$ cat config.mk
export PLATFORM = sky130hd
export DESIGN_NAME = serial_subtractor
export DESIGN_NICKNAME = d
export VERILOG_FILES = /design/src/rtl/serial_subtractor.sv
export SDC_FILE = /design/constraint.sdc
export NUM_CORES = 1
export LEC_CHECK = 0
export CORE_ASPECT_RATIO = 0.5
export CORE_MARGIN = 4
export CORE_UTILIZATION = 40
export DETAILED_ROUTE_END_ITERATION = 6
export HOLD_SLACK_MARGIN = 0.06
export PLACE_DENSITY_LB_ADDON = 0.15
export SLEW_MARGIN = 20
export SYNTH_ARGS = -nofsm -noshare
export SYNTH_HDL_FRONTEND = slang
export SYNTH_SLANG_ARGS = --single-unit
export TNS_END_PERCENT = 20
$ cat constraint.sdc
create_clock -name clk -period 1.8 [get_ports clk]
set_clock_uncertainty 0.1 [all_clocks]
set_input_delay 0.18 -clock clk [delete_from_list [all_inputs] [get_ports clk]]
set_output_delay 0.18 -clock clk [all_outputs]
set_load 0.005 [all_outputs]
$ cat src/rtl/serial_subtractor.sv
// -----------------------------------------------------------------------------
// serial_subtractor
//   Bit-serial unsigned subtractor: diff = a - b (mod 2^WIDTH), LSB first,
//   one result bit per clock, using a single full-subtractor cell and a
//   registered borrow. Lives beside the serial adder in the lab ALU.
//
//   Operation: start in IDLE latches a/b, then WIDTH RUN cycles produce one
//   difference bit each, then a one-cycle DONE state pulses done and returns
//   to IDLE. Throughput is one operation per WIDTH+2 cycles.
//
// Ports
//   clk             in   1      rising-edge clock
//   rst_n           in   1      asynchronous active-low reset
//   start           in   1      request; honoured only in IDLE
//   a               in   WIDTH  minuend, sampled on the accepting edge
//   b               in   WIDTH  subtrahend, sampled on the accepting edge
//   busy            out  1      high while in RUN
//   done            out  1      one-cycle pulse when diff/borrow update
//   diff            out  WIDTH  a - b mod 2^WIDTH, held until next completion
//   borrow          out  1      borrow out of the MSB (a < b), held with diff
//   diff_bit        out  1      serial difference bit, LSB first
//   diff_bit_valid  out  1      diff_bit carries a fresh result bit
// -----------------------------------------------------------------------------
module serial_subtractor #(
   parameter int unsigned WIDTH = 8
) (
   input  logic             clk,
   input  logic             rst_n,
   input  logic             start,
   input  logic [WIDTH-1:0] a,
   input  logic [WIDTH-1:0] b,
   output logic             busy,
   output logic             done,
   output logic [WIDTH-1:0] diff,
   output logic             borrow,
   output logic             diff_bit,
   output logic             diff_bit_valid
);

   localparam int unsigned CNT_W = (WIDTH > 1) ? $clog2(WIDTH) : 1;
   localparam logic [CNT_W-1:0] LAST_CNT = CNT_W'(WIDTH - 1);

   typedef enum logic [1:0] {
      ST_IDLE = 2'd0,
      ST_RUN  = 2'd1,
      ST_DONE = 2'd2
   } state_e;

   state_e           state_q, state_d;
   logic [WIDTH-1:0] a_sh_q, a_sh_d;
   logic [WIDTH-1:0] b_sh_q, b_sh_d;
   logic [WIDTH-1:0] res_q, res_d;
   logic             br_q, br_d;
   logic [CNT_W-1:0] cnt_q, cnt_d;
   logic [WIDTH-1:0] diff_q, diff_d;
   logic             borrow_q, borrow_d;
   logic             busy_q, busy_d;
   logic             done_q, done_d;
   logic             dbit_q, dbit_d;
   logic             dbv_q, dbv_d;

   // Full-subtractor cell on the current LSBs of the operand shift registers.
   logic           ai, bi, d_bit, br_nxt;
   logic [WIDTH:0] res_ext;

   always_comb begin
      ai      = a_sh_q[0];
      bi      = b_sh_q[0];
      d_bit   = ai ^ bi ^ br_q;
      br_nxt  = (~ai & bi) | (~(ai ^ bi) & br_q);
      // New bit enters at the MSB; after WIDTH shifts the LSB lands at bit 0.
      res_ext = {d_bit, res_q};
   end

   // Next-state and datapath update.
   always_comb begin
      state_d  = state_q;
      a_sh_d   = a_sh_q;
      b_sh_d   = b_sh_q;
      res_d    = res_q;
      br_d     = br_q;
      cnt_d    = cnt_q;
      diff_d   = diff_q;
      borrow_d = borrow_q;
      done_d   = 1'b0;
      dbit_d   = dbit_q;
      dbv_d    = 1'b0;

      unique case (state_q)
         ST_IDLE: begin
            if (start) begin
               a_sh_d  = a;
               b_sh_d  = b;
               br_d    = 1'b0;
               cnt_d   = '0;
               state_d = ST_RUN;
            end
         end
         ST_RUN: begin
            a_sh_d = a_sh_q >> 1;
            b_sh_d = b_sh_q >> 1;
            res_d  = res_ext[WIDTH:1];
            br_d   = br_nxt;
            cnt_d  = cnt_q + CNT_W'(1);
            dbit_d = d_bit;
            dbv_d  = 1'b1;
            if (cnt_q == LAST_CNT) begin
               diff_d   = res_ext[WIDTH:1];
               borrow_d = br_nxt;
               done_d   = 1'b1;
               state_d  = ST_DONE;
            end
         end
         ST_DONE: begin
            state_d = ST_IDLE;
         end
         default: begin
            state_d = ST_IDLE;
         end
      endcase

      busy_d = (state_d == ST_RUN);
   end

   // State and datapath registers.
   always_ff @(posedge clk or negedge rst_n) begin
      if (!rst_n) begin
         state_q  <= ST_IDLE;
         a_sh_q   <= '0;
         b_sh_q   <= '0;
         res_q    <= '0;
         br_q     <= 1'b0;
         cnt_q    <= '0;
         diff_q   <= '0;
         borrow_q <= 1'b0;
         busy_q   <= 1'b0;
         done_q   <= 1'b0;
         dbit_q   <= 1'b0;
         dbv_q    <= 1'b0;
      end else begin
         state_q  <= state_d;
         a_sh_q   <= a_sh_d;
         b_sh_q   <= b_sh_d;
         res_q    <= res_d;
         br_q     <= br_d;
         cnt_q    <= cnt_d;
         diff_q   <= diff_d;
         borrow_q <= borrow_d;
         busy_q   <= busy_d;
         done_q   <= done_d;
         dbit_q   <= dbit_d;
         dbv_q    <= dbv_d;
      end
   end

   assign busy           = busy_q;
   assign done           = done_q;
   assign diff           = diff_q;
   assign borrow         = borrow_q;
   assign diff_bit       = dbit_q;
   assign diff_bit_valid = dbv_q;

endmodule

**Word-level counts from Yosys, hierarchy flattened**

Cells that the tools add are included.

- Logic and storage cells: 42
- Bits of input ports: 19
- Flip-flop bits (word level): 43
- Output and inout port bits: 13

- Bitwise gates (word level): 7
- Multiplexer cells: 14
- Add/subtract/negate cells: 1
- Eq/ne operators: 4
- Reductions and logical operators: 4

Operator list:

| kind | count |
|---|---|
| $pmux 8 s2 | 2 |
| $mux 8 | 2 |
| $pmux 3 s2 | 1 |
| $eq 2x1->1 const B | 2 |
| $mux 1 | 4 |
| $mux 2 | 2 |
| $pmux 2 s2 | 1 |
| $reduce_and 2->1 | 2 |
| $add 3x1->3 const B | 1 |
| $eq 3x3->1 const B | 1 |
| $mux 3 | 1 |
| $and 1x1->1 | 2 |
| $logic_not 2->1 | 1 |
| $ne 2x2->1 const B | 1 |
| $not 1->1 | 2 |
| $pmux 1 s2 | 1 |
| $reduce_bool 2->1 | 1 |
| $xor 1x1->1 | 2 |
| $or 1x1->1 | 1 |

**Logic depth before layout (Yosys ltp)**

Gate-level depths: netlist of run 1.

- Depth after elaboration: 5
- Mapped depth: 5
- Depth with buffers taken out: 4

**Worst setup path before layout of run 1**

OpenSTA, ideal clock, no wires.

- Path type: register -> register
- From: reg cnt_q[0]
- To: reg borrow_q (netlist: borrow)
- Required time: 1.575 ns
- Cell stages (with the launch flop): 6
- Setup slack: 0.179 ns
- Buffers on the path: 1
- Library setup time: 0.125 ns
- Clock period less this slack: 1.621 ns
- Data arrival time: 1.396 ns
- Cell sequence: dfrtp_1 ha_1 ha_1 nand3b_1 buf_2 mux2_2

- Word-level cells in the longest chain between the ends: 2

Ends and longest elaborated chain:

| item | line | source |
|---|---|---|
| start: declaration | 54 | `logic [CNT_W-1:0] cnt_q, cnt_d;` |
| start signal: assignment | 146 | `cnt_q <= cnt_d;` |
| $eq 3x3->1 | 107 | `if (cnt_q == LAST_CNT) begin` |
| $reduce_and 2->1 (no line) | n/a |  |
| end signal: assignment | 148 | `borrow_q <= borrow_d;` |
| end: declaration | 56 | `logic borrow_q, borrow_d;` |

No other way between the ends.
A chain may end at the register's enable or synchronous reset.

**Final worst setup path of run 1**

- From: reg cnt_q[0]
- To: reg diff_q[4] (netlist: diff[4])

- Word-level cells in the longest chain between the ends: 2

Ends and longest elaborated chain:

| item | line | source |
|---|---|---|
| $eq 3x3->1 | 107 |  |
| $reduce_and 2->1 (no line) | n/a |  |
| end signal: assignment | 147 | `diff_q <= diff_d;` |
| end: declaration | 55 | `logic [WIDTH-1:0] diff_q, diff_d;` |

No other way between the ends.

==> impl_metrics.json, run 1 <==
{
  "ys_dominant_reg_cell": "sky130_fd_sc_hd__dfrtp_1",
  "final.period_utilization": 0.925,
  "die_height_um": 54.4,
  "power.share.switching": 0.293,
  "power.density_mw_per_mm2": 1700,
  "die-area_mm2": 0.00549,
  "top_area_cell_type_share_of_the_netlist_area": 0.595,
  "grt_start_max_net_pins": 22,
  "yosys_register_bits": 41,
  "core-area_mm2": 0.00402,
  "power.leakage_nw": 1.02,
  "design.portCount": 32,
  "dpl.cell_count": 217,
  "post_cts_setup_inserts": 0,
  "route.final.wire_length_um": 3260,
  "first_global_vias": 1168,
  "min_period_ns": 1.67,
  "setup_slack_after_placement_ns": -0.102,
  "num-fill-cells": 358,
  "synth.top_cells.by_count": "41 x sky130_fd_sc_hd__dfrtp_1, 20 x sky130_fd_sc_hd__inv_1, 15 x sky130_fd_sc_hd__mux2_2, 14 x sky130_fd_sc_hd__a222oi_1, 14 x sky130_fd_sc_hd__nor2_1",
  "worstPathArrival_ns": 1.75,
  "final-max-slew-violation-count": 0,
  "clkLatencyLatePin_ns": 0.29,
  "drt_pass1_iterations": 4,
  "cp-start-kind": "register",
  "vias": 1147,
  "async_flop_share": 1.00,
  "synth_cell_type_count": 20,
  "power_consumption_mw": 3.78,
  "end_kind": "register",
  "final_critical_path_setup_slack_ns": 0.134,
  "share_of_synthesized_area_occupied_by_flip_flops_and_latches": 0.595,
  "final_cells": 226,
  "cell_int_power_mw": 2.67,
  "pwr-share-seq": 0.415,
  "final_report_setup_violation_count": 0,
  "critical_path.max_fanout": 11,
  "worstPathRequired_ns": 1.88,
  "synth_top_cell_by_area": "sky130_fd_sc_hd__dfrtp_1",
  "global_route_wire_length_before_repair_um": 5470,
  "tns_ns": 0,
  "std_cell_rows": 16,
  "yosysWarnings": 0,
  "area_delta_synth_final_pct": 28.8,
  "syn-cell-area_mm2": 0.00172,
  "initial_util": 0.428,
  "dr_iter_0_viols": 59,
  "power_frac_clock": 0.202,
  "routedWlPerCell_um": 14.4,
  "report.final.hold_viol_count": 0,
  "postRouteAntennaNets": 0,
  "hold_wc_path_type": "in2async",
  "clkSlewWorstSetupHoldPaths_ns": 0.08,
  "grt-ovfl-total": 0,
  "comb_power_share": 0.383,
  "cts_sinks": 41,
  "max_cap_violations": 0,
  "crit_type": "reg2reg",
  "grtUsageTotal": 0.137,
  "transition_time_at_the_pin_with_the_least_slew_margin_ns": 0.557,
  "tritoncts_buffer_count": 5,
  "max_clock_freq_mhz": 600,
  "drc": 0,
  "antenna_cells_inserted": 0,
  "synthCells": 134,
  "clock_tree.buffer_depth": 2,
  "yosysMostFrequentCell": "sky130_fd_sc_hd__dfrtp_1",
  "synth-edff-count": 0,
  "p_sw_mw": 1.11,
  "postSynthNetCount": 156,
  "ir_drop_mv": 0.751,
  "drive_gt1_frac": 0.192,
  "grt_antenna_before_repair": 0,
  "dpl.hpwl_um": 2110,
  "layout.cell_area.non_filler_mm2": 0.00222,
  "cts.htree.levels": 2,
  "placed_cell_area_mm2": 0.00209,
  "tritoncts_clock_tree": "built",
  "vias_per_cell": 5.08,
  "syn-mean-instance-area_um2": 12.9,
  "finalNetCount": 193,
  "setup_repair_after_global_routing_missed_its_margin": "false",
  "root_driver": "sky130_fd_sc_hd__clkbuf_8",
  "maxSlewHeadroom": 0.627,
  "synthTopCellsByArea": "sky130_fd_sc_hd__dfrtp_1 60%, sky130_fd_sc_hd__mux2_2 9.8%, sky130_fd_sc_hd__a222oi_1 8.1%",
  "port-buffer-count": 31,
  "die_w_um": 101,
  "outcome": "finished, final reports clean",
  "finalWeightedCongestion": 0.746
}
flip-flops by register name (all words and copies together), names as in the netlist:
signal          cells
state_q             2
cnt_q               3
busy                1
diff_bit_valid      1
borrow              1
res_q               7
br_q                1
diff                8
b_sh_q              8
done                1
a_sh_q              8
repair_timing:
item / CTS / global route
setup endpoints to repair: 0 / 8
hold buffers: 1 / 0
hold endpoints to repair: 20 / 0
resized for setup: 0 / 1
final cells by class:
class,instances,area (µm²),area share
inverters,20,75.1,0.0338
well taps,54,67.6,0.0304
multi-input cells,63,548,0.247
clock buffers,7,86.3,0.0389
repair buffers,40,388,0.175
clock inverters,1,30.0,0.0135
flip-flops and latches,41,1030,0.462
cell families after synthesis:
logic type,Yosys count,synth area share
buffers and inverters,30,0.0885
AO/OA/AOI/OAI,22,0.117
AND/OR/NAND/NOR,21,0.0639
flip-flops,41,0.595
adder cells (fa/ha/maj),3,0.0261
multiplexers,17,0.110
critical path, cell delays in order, from the launching register on:
cell                       delay (ns)
sky130_fd_sc_hd__dfrtp_1         0.39
sky130_fd_sc_hd__ha_1            0.20
sky130_fd_sc_hd__ha_1            0.21
sky130_fd_sc_hd__nand3b_1        0.10
sky130_fd_sc_hd__buf_4           0.21
sky130_fd_sc_hd__mux2_2          0.35
cells in the final DEF, fill, tap and decap left out:
cell type and n:
sky130_fd_sc_hd__nor2_1 14, sky130_fd_sc_hd__fa_1 1, sky130_fd_sc_hd__dlygate4sd3_1 1, sky130_fd_sc_hd__inv_1 20
sky130_fd_sc_hd__a21oi_1 2, sky130_fd_sc_hd__dfrtp_1 41, sky130_fd_sc_hd__mux2_2 15, sky130_fd_sc_hd__buf_2 1
sky130_fd_sc_hd__mux2i_1 2, sky130_fd_sc_hd__a22o_1 3, sky130_fd_sc_hd__nor2b_2 1, sky130_fd_sc_hd__ha_1 2
sky130_fd_sc_hd__bufinv_16 1, sky130_fd_sc_hd__nor2b_4 1, sky130_fd_sc_hd__clkbuf_1 1, sky130_fd_sc_hd__a222oi_1 14
sky130_fd_sc_hd__nand2_1 2, sky130_fd_sc_hd__buf_12 1, sky130_fd_sc_hd__buf_4 7, sky130_fd_sc_hd__clkdlybuf4s50_1 30
sky130_fd_sc_hd__nand4bb_1 2, sky130_fd_sc_hd__clkbuf_8 6, sky130_fd_sc_hd__o21bai_1 1, sky130_fd_sc_hd__o311ai_0 2
sky130_fd_sc_hd__nand3b_1 1
power groups by stage:
stage | clock (mW) | combinational, mW | sequential [mW]
global placement | 0 | 1.43 | 1.57
floorplan | 0 | 0.987 | 1.54
detailed placement | 0 | 1.46 | 1.58
global route | 0.822 | 1.61 | 1.62
finish | 0.762 | 1.45 | 1.57
CTS | 0.791 | 1.48 | 1.57
per-stage QoR:
stage | hold WS (ns) | utilization
after global routing | 0.327 | 0.552
after CTS | 0.278 | 0.551
after floorplan | -0.216 | -
final | 0.283 | 0.552
after global placement | 0.0699 | 0.520
after detailed placement | 0.0703 | 0.520
per-layer routing:
metal | routed length, µm | share of wire | up-vias | track usage
met4 | 95 | 0.029 | 0 | 0.101
met1 | 1540 | 0.47 | 567 | 0.163
li1 | - | - | 544 | -
met2 | 1430 | 0.44 | 29 | 0.207
met5 | 0 | 0 | - | 0
met3 | 200 | 0.061 | 7 | 0.0522
final timing paths:
kind | from | to | slack [ns] | cells after the start
worst max-delay path | cnt_q[0] | diff[4] | 0.13 | 5
worst max register to register | cnt_q[0] | diff[4] | 0.13 | 5
min in group clk | b_sh_q[7] | b_sh_q[7] | 0.40 | 2
worst min-delay path | rst_n | diff[5] | 0.28 | 2
max in group asynchronous | rst_n | a_sh_q[3] | 0.83 | 3
worst min register to register | b_sh_q[7] | b_sh_q[7] | 0.40 | 2
(Power assumes the default switching activity.)
==> run 2, diff against run 1 <==
- CELL_PAD_IN_SITES_DETAIL_PLACEMENT: default -> 0
- CELL_PAD_IN_SITES_GLOBAL_PLACEMENT: default -> 1
==> run 2 against run 1 <==
  * Sequential cell count did not move
  * Fmax rose by 0.92%
  * Final cell count did not move
  * First-iteration DRC count rose by 19%
  * Design area fell by 0.68%
  * Via count rose by 0.52%
  * Non-clock buffer count did not move
  * Die area did not move
  * Sequential share of layout area rose by 0.31 points
  * Combinational power barely moved
  * Register-to-register slack improved by 0.02 ns
  * Critical path type unchanged
==> impl_metrics.json, run 2 (synthesis gave the netlist of run 1 again) <==
{
  "clkSlewWorstSetupHoldPaths_ns": 0.07,
  "worstPathRequired_ns": 1.87,
  "min_period_ns": 1.65,
  "layout.cell_area.non_filler_mm2": 0.00221,
  "placed_cell_area_mm2": 0.00209,
  "root_driver": "sky130_fd_sc_hd__clkbuf_8",
  "area_delta_synth_final_pct": 27.9,
  "outcome": "finished, final reports clean",
  "grtUsageTotal": 0.139,
  "setup_repair_after_global_routing_missed_its_margin": "false",
  "critical-path-slowest-cell": "sky130_fd_sc_hd__dfrtp_1",
  "die_height_um": 54.4,
  "grt-busiest-layer": "met2",
  "slowest_delay_ns": 0.40,
  "setup_slack_after_placement_ns": -0.104,
  "use_met3": 0.0471,
  "route.final.wire_length_um": 3340,
  "most-common-layout-cells": "41 x sky130_fd_sc_hd__dfrtp_1, 30 x sky130_fd_sc_hd__clkdlybuf4s50_1, 20 x sky130_fd_sc_hd__inv_1",
  "clkLatencyLatePin_ns": 0.29,
  "worstPathArrival_ns": 1.73,
  "max_clock_freq_mhz": 606,
  "layout_commonest_cell": "sky130_fd_sc_hd__dfrtp_1",
  "grt_antenna_before_repair": 0,
  "grt_start_max_net_pins": 42,
  "path_buf_inv": 1,
  "die-area_mm2": 0.00549,
  "maxSlewHeadroom": 0.614,
  "cts.htree.levels": 2,
  "hold_wc_path_type": "in2async",
  "drive_gt1_frac": 0.198,
  "post_cts_setup_inserts": 0,
  "cp-start-kind": "register",
  "setup.reg_to_reg.worst_slack_ns": 0.15,
  "tritoncts_clock_tree": "built",
  "final_report_setup_violation_count": 0,
  "core-area_mm2": 0.00402,
  "max_cap_violations": 0,
  "global_route.usage.met1": 0.189,
  "final.period_utilization": 0.917,
  "dpl.hpwl_um": 2160,
  "ir_drop_mv": 0.861,
  "report.final.hold_viol_count": 0,
  "crit_type": "reg2reg",
  "grt-ovfl-total": 0,
  "final_critical_path_setup_slack_ns": 0.149,
  "critical_path.max_fanout": 11,
  "grtUsageMet2": 0.203,
  "initial_util": 0.428,
  "vias": 1153,
  "drc": 0,
  "finalNetCount": 193,
  "transition_time_at_the_pin_with_the_least_slew_margin_ns": 0.576,
  "critical_path.cell_chain": "ha_1 -> ha_1 -> nand3b_1 -> buf_12 -> mux2_2",
  "path_delay_family": "adder cells",
  "antenna_cells_inserted": 0,
  "drt_pass1_iterations": 6,
  "cts_sinks": 41,
  "timing.critical_path.mode_cell": "sky130_fd_sc_hd__ha_1",
  "postRouteAntennaNets": 0,
  "clock_tree.buffer_depth": 2,
  "design.portCount": 32,
  "finalWeightedCongestion": 0.734,
  "power.leakage_nw": 1.02,
  "first_global_vias": 1209,
  "tritoncts_buffer_count": 5,
  "die_w_um": 101,
  "final-max-slew-violation-count": 0,
  "vias_per_cell": 5.10,
  "global_route_wire_length_before_repair_um": 5720,
  "end_kind": "register",
  "port-buffer-count": 31,
  "finalCoreUtilization": 0.548,
  "std_cell_rows": 16,
  "routedWlPerCell_um": 14.8,
  "power.density_mw_per_mm2": 1670,
  "dr_iter_0_viols": 70
}
## run 2: changes by cell type in the layout (fill, tap and decap cells not counted)
| cell | delta |
|---|---|
| sky130_fd_sc_hd__clkbuf_1 | -1 |
| sky130_fd_sc_hd__bufinv_16 | -1 |
| sky130_fd_sc_hd__clkinv_2 | +1 |
| sky130_fd_sc_hd__clkbuf_8 | +1 |
## run 2: stage by stage
| step | power (mW) | instances | hold slack (ns) | TNS [ns] |
|---|---|---|---|---|
| floorplan | 2.53 | 134 | -0.216 | 0 |
| CTS | 3.74 | 226 | 0.386 | 0 |
| detailed placement | 3.06 | 217 | 0.174 | -1.11 |
| finish | 3.69 | 226 | 0.383 | 0 |
| global placement | 3.02 | 217 | 0.174 | -0.743 |
| global route | 3.98 | 226 | 0.413 | 0 |
## run 2: power by group
part	internal (mW)	total, mW	switching, mW
Clock	0.346	0.651	0.305
Combinational	0.869	1.45	0.584
Sequential	1.36	1.58	0.229
Total	2.57	3.69	1.12
## run 2: worst register-to-register path, cell delays in order, from the launching register on
cell                       delay [ns]
sky130_fd_sc_hd__dfrtp_1         0.40
sky130_fd_sc_hd__ha_1            0.20
sky130_fd_sc_hd__ha_1            0.21
sky130_fd_sc_hd__nand3b_1        0.14
sky130_fd_sc_hd__buf_12          0.15
sky130_fd_sc_hd__mux2_2          0.33
## run 2: layout make-up
cell class,instances,area [µm²]
clock buffer,7,96.3
clock inverter,1,5.00
fill,366,1820
inverter,20,75.1
multi-input combinational,63,548
sequential,41,1030
tap,54,67.6
timing repair buffer,40,388
## run 2: per-layer routing
layer / wire length (µm) / vias to the layer above
met4: 40 / 0
met2: 1440 / 29
met1: 1650 / 576
li1: - / 543
met5: 0 / -
met3: 211 / 5
## run 2: final timing paths
kind | start | end | depth (start not counted)
worst max-delay path | cnt_q[0] | diff[4] | 5
worst min-delay path | rst_n | diff[6] | 3
worst max register to register | cnt_q[0] | diff[4] | 5
worst min register to register | res_q[1] | res_q[1] | 1
max in group asynchronous | rst_n | a_sh_q[7] | 3
min in group clk | a[0] | a_sh_q[0] | 3
## run 2: timing repair
item / CTS / global route
resized for setup: 0 / 1
endpoints found under the hold margin: 41 / 0
hold buffers: 1 / 0
setup endpoints to repair: 0 / 14
